[src/rtl/ctrl_pkg.sv]
// Shared constants and control-word layout for the hardwired control unit.
package ctrl_pkg;

    localparam int unsigned ST_W = 4;

    localparam logic [ST_W-1:0] ST_F_ADR  = 4'd0;
    localparam logic [ST_W-1:0] ST_F_WAIT = 4'd1;
    localparam logic [ST_W-1:0] ST_F_ISR  = 4'd2;
    localparam logic [ST_W-1:0] ST_DEC    = 4'd3;
    localparam logic [ST_W-1:0] ST_B0     = 4'd4;
    localparam logic [ST_W-1:0] ST_B1     = 4'd5;
    localparam logic [ST_W-1:0] ST_I0     = 4'd6;
    localparam logic [ST_W-1:0] ST_I1     = 4'd7;
    localparam logic [ST_W-1:0] ST_L0     = 4'd8;
    localparam logic [ST_W-1:0] ST_L1     = 4'd9;
    localparam logic [ST_W-1:0] ST_L2     = 4'd10;
    localparam logic [ST_W-1:0] ST_S0     = 4'd11;
    localparam logic [ST_W-1:0] ST_S1     = 4'd12;
    localparam logic [ST_W-1:0] ST_P0     = 4'd13;
    localparam logic [ST_W-1:0] ST_P1     = 4'd14;
    localparam logic [ST_W-1:0] ST_HALT   = 4'd15;

    localparam logic [3:0] OP_BR_MAX = 4'h8;
    localparam logic [3:0] OP_ADDI   = 4'h9;
    localparam logic [3:0] OP_LDS    = 4'hA;
    localparam logic [3:0] OP_STS    = 4'hB;
    localparam logic [3:0] OP_ADDSP  = 4'hC;
    localparam logic [3:0] OP_HALT   = 4'hF;

    localparam logic [2:0] FS_ADD  = 3'b000;
    localparam logic [2:0] FS_INC  = 3'b001;
    localparam logic [2:0] FS_PASS = 3'b010;

    typedef struct packed {
        logic [2:0] funsel;
        logic lsp, lpc, lmdr, lmar, lisr, ly, wrr;
        logic tr, tsp, tpc, tmdr, tisr;
        logic spmar, pcmar, mdrz, mdrm;
        logic sflag, cc, mem_rd, mem_wr, halted;
    } ctrl_word_t;

endpackage

[src/rtl/control_unit_if.sv]
// Control unit <-> datapath/memory bundle: ISR and mrdy in, control word out.
interface control_unit_if;
    logic [15:0] isr;
    logic        mrdy;
    logic [2:0]  funsel;
    logic [2:0]  rsel;
    logic lsp, lpc, lmdr, lmar, lisr, ly, wrr;
    logic tr, tsp, tpc, tmdr, tisr;
    logic spmar, pcmar, mdrz, mdrm;
    logic sflag, cc, mem_rd, mem_wr, halted, buserr;

    modport master (
        input  isr, mrdy,
        output funsel, rsel, lsp, lpc, lmdr, lmar, lisr, ly, wrr,
               tr, tsp, tpc, tmdr, tisr, spmar, pcmar, mdrz, mdrm,
               sflag, cc, mem_rd, mem_wr, halted, buserr
    );

    modport slave (
        output isr, mrdy,
        input  funsel, rsel, lsp, lpc, lmdr, lmar, lisr, ly, wrr,
               tr, tsp, tpc, tmdr, tisr, spmar, pcmar, mdrz, mdrm,
               sflag, cc, mem_rd, mem_wr, halted, buserr
    );
endinterface

[src/rtl/mem_wait_timer.sv]
// Counts mrdy-low cycles in a wait state; expired_o flags the last allowed cycle.
module mem_wait_timer #(
    parameter int unsigned TIMEOUT = 16,
    parameter int unsigned TW      = 5
) (
    input  logic clk,
    input  logic reset,
    input  logic clr_i,
    input  logic en_i,
    output logic expired_o
);
    localparam int unsigned LAST = (TIMEOUT == 0) ? 0 : TIMEOUT - 1;

    logic [TW-1:0] count_q, count_d;

    always_comb begin
        count_d = count_q;
        if (clr_i)     count_d = '0;
        else if (en_i) count_d = count_q + TW'(1);
    end

    always_ff @(posedge clk) begin
        if (reset) count_q <= '0;
        else       count_q <= count_d;
    end

    // Fires in the cycle that would make the TIMEOUT-th mrdy-low cycle
    assign expired_o = (TIMEOUT != 0) && en_i && (count_q == TW'(LAST));

endmodule

[src/rtl/control_unit.sv]
// Hardwired control FSM for the 16-bit single-bus datapath, including the
// memory handshake with optional mrdy timeout.
module control_unit
    import ctrl_pkg::*;
#(
    parameter int unsigned TIMEOUT = 16,
    parameter int unsigned TW      = 5
) (
    input  logic           clk,
    input  logic           reset,
    control_unit_if.master bus
);
    logic [ST_W-1:0] state_q, state_d;
    logic            buserr_q, buserr_d;
    ctrl_word_t      cw_c, cw_gated_c;
    logic            in_wait_c, expired_c;
    logic            isr_unused_c;

    assign in_wait_c    = (state_q == ST_F_WAIT) || (state_q == ST_L1) || (state_q == ST_S1);
    assign isr_unused_c = ^bus.isr[8:0];

    mem_wait_timer #(.TIMEOUT(TIMEOUT), .TW(TW)) u_timer (
        .clk       (clk),
        .reset     (reset),
        .clr_i     (!in_wait_c),
        .en_i      (in_wait_c && !bus.mrdy),
        .expired_o (expired_c)
    );

    always_ff @(posedge clk) begin
        if (reset) begin
            state_q  <= ST_F_ADR;
            buserr_q <= 1'b0;
        end else begin
            state_q  <= state_d;
            buserr_q <= buserr_d;
        end
    end

    // Next state and control word; wait states add the mrdy-qualified strobes
    always_comb begin
        cw_c     = '0;
        state_d  = state_q;
        buserr_d = buserr_q;
        case (state_q)
            ST_F_ADR: begin
                cw_c.pcmar = 1'b1; cw_c.lmar = 1'b1;
                state_d = ST_F_WAIT;
            end
            ST_F_WAIT: begin
                cw_c.mem_rd = 1'b1;
                if (bus.mrdy) begin
                    cw_c.mdrm = 1'b1; cw_c.lmdr = 1'b1;
                    state_d = ST_F_ISR;
                end else if (expired_c) begin
                    state_d = ST_HALT; buserr_d = 1'b1;
                end
            end
            ST_F_ISR: begin
                cw_c.lisr = 1'b1; cw_c.tpc = 1'b1; cw_c.lpc = 1'b1;
                cw_c.funsel = FS_INC;
                state_d = ST_DEC;
            end
            ST_DEC: begin
                if (bus.isr[15:12] <= OP_BR_MAX) state_d = ST_B0;
                else begin
                    case (bus.isr[15:12])
                        OP_ADDI:  state_d = ST_I0;
                        OP_LDS:   state_d = ST_L0;
                        OP_STS:   state_d = ST_S0;
                        OP_ADDSP: state_d = ST_P0;
                        OP_HALT:  state_d = ST_HALT;
                        default:  state_d = ST_F_ADR;
                    endcase
                end
            end
            ST_B0: begin
                cw_c.tpc = 1'b1; cw_c.ly = 1'b1;
                state_d = ST_B1;
            end
            ST_B1: begin
                cw_c.tisr = 1'b1; cw_c.funsel = FS_ADD; cw_c.lpc = 1'b1; cw_c.cc = 1'b1;
                state_d = ST_F_ADR;
            end
            ST_I0: begin
                cw_c.tr = 1'b1; cw_c.ly = 1'b1;
                state_d = ST_I1;
            end
            ST_I1: begin
                cw_c.tisr = 1'b1; cw_c.funsel = FS_ADD; cw_c.wrr = 1'b1; cw_c.sflag = 1'b1;
                state_d = ST_F_ADR;
            end
            ST_L0: begin
                cw_c.spmar = 1'b1; cw_c.lmar = 1'b1;
                state_d = ST_L1;
            end
            ST_L1: begin
                cw_c.mem_rd = 1'b1;
                if (bus.mrdy) begin
                    cw_c.mdrm = 1'b1; cw_c.lmdr = 1'b1;
                    state_d = ST_L2;
                end else if (expired_c) begin
                    state_d = ST_HALT; buserr_d = 1'b1;
                end
            end
            ST_L2: begin
                cw_c.tmdr = 1'b1; cw_c.funsel = FS_PASS; cw_c.wrr = 1'b1;
                state_d = ST_F_ADR;
            end
            ST_S0: begin
                cw_c.tr = 1'b1; cw_c.funsel = FS_PASS; cw_c.mdrz = 1'b1; cw_c.lmdr = 1'b1;
                cw_c.spmar = 1'b1; cw_c.lmar = 1'b1;
                state_d = ST_S1;
            end
            ST_S1: begin
                cw_c.mem_wr = 1'b1;
                if (bus.mrdy) state_d = ST_F_ADR;
                else if (expired_c) begin
                    state_d = ST_HALT; buserr_d = 1'b1;
                end
            end
            ST_P0: begin
                cw_c.tsp = 1'b1; cw_c.ly = 1'b1;
                state_d = ST_P1;
            end
            ST_P1: begin
                cw_c.tisr = 1'b1; cw_c.funsel = FS_ADD; cw_c.lsp = 1'b1;
                state_d = ST_F_ADR;
            end
            ST_HALT: cw_c.halted = 1'b1;
            default: state_d = ST_F_ADR;
        endcase
    end

    // Everything reads zero while reset is held, including mid-wait requests
    assign cw_gated_c = reset ? '0 : cw_c;

    assign bus.funsel = cw_gated_c.funsel;
    assign bus.rsel   = reset ? 3'b000 : bus.isr[11:9];
    assign bus.lsp    = cw_gated_c.lsp;
    assign bus.lpc    = cw_gated_c.lpc;
    assign bus.lmdr   = cw_gated_c.lmdr;
    assign bus.lmar   = cw_gated_c.lmar;
    assign bus.lisr   = cw_gated_c.lisr;
    assign bus.ly     = cw_gated_c.ly;
    assign bus.wrr    = cw_gated_c.wrr;
    assign bus.tr     = cw_gated_c.tr;
    assign bus.tsp    = cw_gated_c.tsp;
    assign bus.tpc    = cw_gated_c.tpc;
    assign bus.tmdr   = cw_gated_c.tmdr;
    assign bus.tisr   = cw_gated_c.tisr;
    assign bus.spmar  = cw_gated_c.spmar;
    assign bus.pcmar  = cw_gated_c.pcmar;
    assign bus.mdrz   = cw_gated_c.mdrz;
    assign bus.mdrm   = cw_gated_c.mdrm;
    assign bus.sflag  = cw_gated_c.sflag;
    assign bus.cc     = cw_gated_c.cc;
    assign bus.mem_rd = cw_gated_c.mem_rd;
    assign bus.mem_wr = cw_gated_c.mem_wr;
    assign bus.halted = cw_gated_c.halted;
    assign bus.buserr = reset ? 1'b0 : buserr_q;

endmodule

[src/flat_wrapper.sv]
// flat-port wrapper written by rule: the top's interface ports become plain ports
module control_unit_flat import ctrl_pkg::*;
#(
    parameter int unsigned TIMEOUT = 16,
    parameter int unsigned TW      = 5
)
  (clk, reset, bus_isr, bus_mrdy, bus_funsel, bus_rsel, bus_lsp, bus_lpc, bus_lmdr, bus_lmar, bus_lisr, bus_ly, bus_wrr, bus_tr, bus_tsp, bus_tpc, bus_tmdr, bus_tisr, bus_spmar, bus_pcmar, bus_mdrz, bus_mdrm, bus_sflag, bus_cc, bus_mem_rd, bus_mem_wr, bus_halted, bus_buserr);
  control_unit_if bus_i ();
  input  logic clk;
  input  logic reset;
  input wire logic [$bits(bus_i.isr)-1:0] bus_isr;
  input wire logic [$bits(bus_i.mrdy)-1:0] bus_mrdy;
  output wire logic [$bits(bus_i.funsel)-1:0] bus_funsel;
  output wire logic [$bits(bus_i.rsel)-1:0] bus_rsel;
  output wire logic [$bits(bus_i.lsp)-1:0] bus_lsp;
  output wire logic [$bits(bus_i.lpc)-1:0] bus_lpc;
  output wire logic [$bits(bus_i.lmdr)-1:0] bus_lmdr;
  output wire logic [$bits(bus_i.lmar)-1:0] bus_lmar;
  output wire logic [$bits(bus_i.lisr)-1:0] bus_lisr;
  output wire logic [$bits(bus_i.ly)-1:0] bus_ly;
  output wire logic [$bits(bus_i.wrr)-1:0] bus_wrr;
  output wire logic [$bits(bus_i.tr)-1:0] bus_tr;
  output wire logic [$bits(bus_i.tsp)-1:0] bus_tsp;
  output wire logic [$bits(bus_i.tpc)-1:0] bus_tpc;
  output wire logic [$bits(bus_i.tmdr)-1:0] bus_tmdr;
  output wire logic [$bits(bus_i.tisr)-1:0] bus_tisr;
  output wire logic [$bits(bus_i.spmar)-1:0] bus_spmar;
  output wire logic [$bits(bus_i.pcmar)-1:0] bus_pcmar;
  output wire logic [$bits(bus_i.mdrz)-1:0] bus_mdrz;
  output wire logic [$bits(bus_i.mdrm)-1:0] bus_mdrm;
  output wire logic [$bits(bus_i.sflag)-1:0] bus_sflag;
  output wire logic [$bits(bus_i.cc)-1:0] bus_cc;
  output wire logic [$bits(bus_i.mem_rd)-1:0] bus_mem_rd;
  output wire logic [$bits(bus_i.mem_wr)-1:0] bus_mem_wr;
  output wire logic [$bits(bus_i.halted)-1:0] bus_halted;
  output wire logic [$bits(bus_i.buserr)-1:0] bus_buserr;
  assign bus_i.isr = bus_isr;
  assign bus_i.mrdy = bus_mrdy;
  assign bus_funsel = bus_i.funsel;
  assign bus_rsel = bus_i.rsel;
  assign bus_lsp = bus_i.lsp;
  assign bus_lpc = bus_i.lpc;
  assign bus_lmdr = bus_i.lmdr;
  assign bus_lmar = bus_i.lmar;
  assign bus_lisr = bus_i.lisr;
  assign bus_ly = bus_i.ly;
  assign bus_wrr = bus_i.wrr;
  assign bus_tr = bus_i.tr;
  assign bus_tsp = bus_i.tsp;
  assign bus_tpc = bus_i.tpc;
  assign bus_tmdr = bus_i.tmdr;
  assign bus_tisr = bus_i.tisr;
  assign bus_spmar = bus_i.spmar;
  assign bus_pcmar = bus_i.pcmar;
  assign bus_mdrz = bus_i.mdrz;
  assign bus_mdrm = bus_i.mdrm;
  assign bus_sflag = bus_i.sflag;
  assign bus_cc = bus_i.cc;
  assign bus_mem_rd = bus_i.mem_rd;
  assign bus_mem_wr = bus_i.mem_wr;
  assign bus_halted = bus_i.halted;
  assign bus_buserr = bus_i.buserr;
  control_unit #(.TIMEOUT(TIMEOUT), .TW(TW)) u_core (.clk(clk), .reset(reset), .bus(bus_i));
endmodule
[config.mk]
export PLATFORM = sky130hd
export DESIGN_NAME = control_unit_flat
export DESIGN_NICKNAME = d
export VERILOG_FILES = /design/src/rtl/ctrl_pkg.sv /design/src/rtl/control_unit_if.sv /design/src/rtl/mem_wait_timer.sv /design/src/rtl/control_unit.sv /design/src/flat_wrapper.sv
export SDC_FILE = /design/constraint.sdc
export NUM_CORES = 1
export LEC_CHECK = 0
export CAP_MARGIN = 20
export CORE_MARGIN = 2
export CORE_UTILIZATION = 30
export CTS_CLUSTER_SIZE = 30
export DETAILED_ROUTE_END_ITERATION = 10
export GPL_TIMING_DRIVEN = 0
export PLACE_DENSITY = 0.7
export SKIP_CTS_REPAIR_TIMING = 1
export SLEW_MARGIN = 15
export SYNTH_ARGS = -nofsm -noshare
export SYNTH_HDL_FRONTEND = slang
export SYNTH_SLANG_ARGS = --single-unit
[constraint.sdc]
create_clock -name clk -period 1.7 [get_ports clk]
set_input_delay 0.17 -clock clk [delete_from_list [all_inputs] [get_ports clk]]
set_output_delay 0.17 -clock clk [all_outputs]
set_load 0.005 [all_outputs]
==> results.md <==
- Chip width: 59.4 µm
- Worst-path clk slew: 0.06 ns
- Reg-to-Reg End: u_core.state_q[2]
- Worst setup path startpoint: u_core.state_q[2]
- Status: finished, violations left
- Fin nets: 199
- # DRC: 0
- HP Class: in -> reg
- FF-to-FF Start: u_core.u_timer.count_q[0]
- Total Wirelength: 2920 µm
- GRT Util Overall: 13.8%
- Critical Path Start Type: flop
- N_diodes: 0
- Sequential-to-total area share from yosys stat: 21.7%
- Die Height: 59.4 µm
- Crit-path max FO: 10
- CTS max path bufs: 2
- Core area: 0.00298 mm²
- Initial Utilization: 30.9%
- Worst VDD drop: 310 µV
- Kind of critical path: reg -> out
- Net switching share of the total power: 31.1%
- Switching power: 0.000244 W
- R2R depth: 7
- Skew final: 0.00780 ns
- Final Hold Vio Count: 0
- CP Data Required Time: 1.53 ns
- LEAKAGE: 0.980 nW
- Yosys reg bits: 10
- Overflow after GRT: 0
- Finish-stage setup viols: 3
- PortBufs: 35
- Vias: 1110
- Area growth syn-to-layout: 82.7%
- DP Area: 0.00131 mm²
- Vias in the first global route: 895
- CTS tree: built
- Root buf cell: clkbuf_4
- Mapped Avg Cell Area: 7.19 µm²
- Synth async-reset ratio: 0%
- Post-place setup slack: -0.156 ns
- Power per cell area: 467 mW/mm²
- P_int: 0.000541 W
- Fin crit period: 1.82 ns
- Post-DP HPWL: 1900 µm
- RSZ-0062 raised after global routing: yes
- Design Area, Final: 0.00168 mm²
- ANT nets after route: 0
- Io pins: 47
- Crit. End Element: output port
- Syn Nets: 149
- DR iter-0 viols: 35
- Avg WL per Cell: 13.9 µm
- Cell Chain, Critical Path: buf_12, buf_4, buf_6, xnor2_1, nor4_1, buf_2
- Clk pwr share: 26.9%
- CP max stage delay: 0.37 ns
- First-pass GRT wire length: 3800 µm
- Critical path's slowest cell: dfxtp_4
- H-tree levels: 1
- Crit path buffers/inverters: 4
- Skew-Pair Late Insertion Delay: 0.27 ns
- CP delay by family, top: buffers and inverters
- Ys Warns: 0
- Slew Limit Fails: 0
- GP Congestion: 0.858
- Mapped Cells: 128
- Period utilization: 107%
- Failing checks: negative setup slack
- Final worst-path setup slack: -0.120 ns
- Worst setup endpoint: bus_tpc
- Vias per cell: 5.29
- Post-synth EDFFs: 0
- Max Freq: 0.550 GHz
- Rows: 20
- Synth Cell Area: 921 µm²
- Number of distinct library cells after synthesis: 44
- Combinational power share: 39.7%
- WP depth: 6
- Largest net degree at the start of global routing: 11
- Total iterations of the first detailed-routing run: 4
- CTS buffer count: 3
- Clock sink count: 10
- DIE AREA: 0.00353 mm²
- Sequential group share of total power: 33.4%
- Share of cells above drive strength 1: 33.3%
- Maxcap violations: 0
- Initial antenna violation count: 0
- Worst path arrival time: 1.65 ns
- Prevailing post-synth register cell: dfxtp_1
- Worst reg2reg setup slack: 0.03 ns
- WHS: 0.389 ns
## sequential cells by signal, indices dropped and copies added, names as in the netlist
register                flops
u_core.buserr_q             1
u_core.state_q              4
u_core.u_timer.count_q      5
## placed cells by master (no fill, tap or decap), drive strengths merged, types with 5 or more instances in the layout
master	instances
a21oi	9
buf	23
clkdlybuf4s50	13
dfxtp	10
dlymetal6s2s	19
nand2	8
nand2b	6
nor2	24
nor2b	8
or2	5
## routing by layer
| metal | up-vias | wire, µm | GRT usage [%] |
|---|---|---|---|
| met2 | 35 | 1560 | 23.4 |
| met1 | 533 | 1150 | 16.7 |
| li1 | 535 | - | - |
| met4 | 0 | 57 | 7.14 |
| met3 | 7 | 153 | 1.97 |
| met5 | - | 0 | 0 |
## logic make-up (layout without fill, tap and decap cells)
family / Yosys count / count (layout) / share of synthesized area (%)
compound gates: 22 / 22 / 15.6
simple gates: 69 / 69 / 39.8
other cells: 1 / 1 / 0.407
fa+ha+maj: 2 / 2 / 2.72
mux: 4 / 4 / 4.48
buf+inv: 14 / 63 / 9.51
flops: 10 / 10 / 21.7
xor+xnor: 6 / 6 / 5.71
## synthesized netlist by cell type, types with 2 or more instances
cell type,number,area (µm²)
nor4_1,2,12.5
nor3_1,4,20.0
dfxtp_1,10,200
nor3b_1,2,15.0
nor2b_1,8,50.1
a21oi_1,9,45.0
buf_4,2,15.0
xnor2_1,4,35.0
nor2_1,23,86.3
and3_1,2,12.5
ha_1,2,25.0
or2_1,4,25.0
nand2_1,8,30.0
buf_6,3,33.8
nand2b_1,6,37.5
buf_2,4,20.0
xor2_1,2,17.5
mux2i_1,3,30.0
inv_1,4,15.0
a31oi_1,2,12.5
## how the worst min path moves through the flow
stage                          startpoint  depth (start not counted)  slack [ns]                 to
final                               reset                          3        0.39  u_core.state_q[3]
after floorplan               bus_isr[12]                          3        0.42  u_core.state_q[0]
after detailed placement  u_core.buserr_q                          2        0.46    u_core.buserr_q
after CTS                           reset                          3        0.31  u_core.state_q[3]
after global placement    u_core.buserr_q                          2        0.46    u_core.buserr_q
after global routing                reset                          3        0.43  u_core.state_q[3]
## metrics by stage
stage | TNS, ns | cells | utilization [%] | total power [W]
2_1_floorplan | 0 | 128 | - | 0.000402
3_3_place_gp | -0.951 | 196 | 44.1 | 0.000489
3_5_place_dp | -1.15 | 196 | 44.1 | 0.000493
4_1_cts | -6.71 | 200 | 45.3 | 0.000706
5_1_grt | -0.507 | 210 | 56.5 | 0.000828
6_report | -0.206 | 210 | 56.5 | 0.000785
## power groups by stage
stage,sequential (W),clock (W),combinational [W]
2_1_floorplan,0.000258,0,0.000144
3_3_place_gp,0.000262,0,0.000227
3_5_place_dp,0.000262,0,0.000231
4_1_cts,0.000256,0.000217,0.000232
5_1_grt,0.000264,0.000230,0.000335
6_report,0.000262,0.000211,0.000312
## cell type report
class,count,area (µm²)
fill,249,1290
multi-input combinational,104,790
timing repair buffer,45,464
sequential,10,220
buffer,10,116
tap,33,41.3
clock buffer,4,36.3
inverter,4,15.0
## worst reg2reg max path, cell delays in order (launching register included)
cell	delay, ns
dfxtp_4	0.36
ha_4	0.16
and3_4	0.18
ha_4	0.17
nand2b_4	0.07
o211ai_1	0.08
and3b_1	0.18
or3_1	0.34
Note: power is estimated with default switching activity, not from simulation.
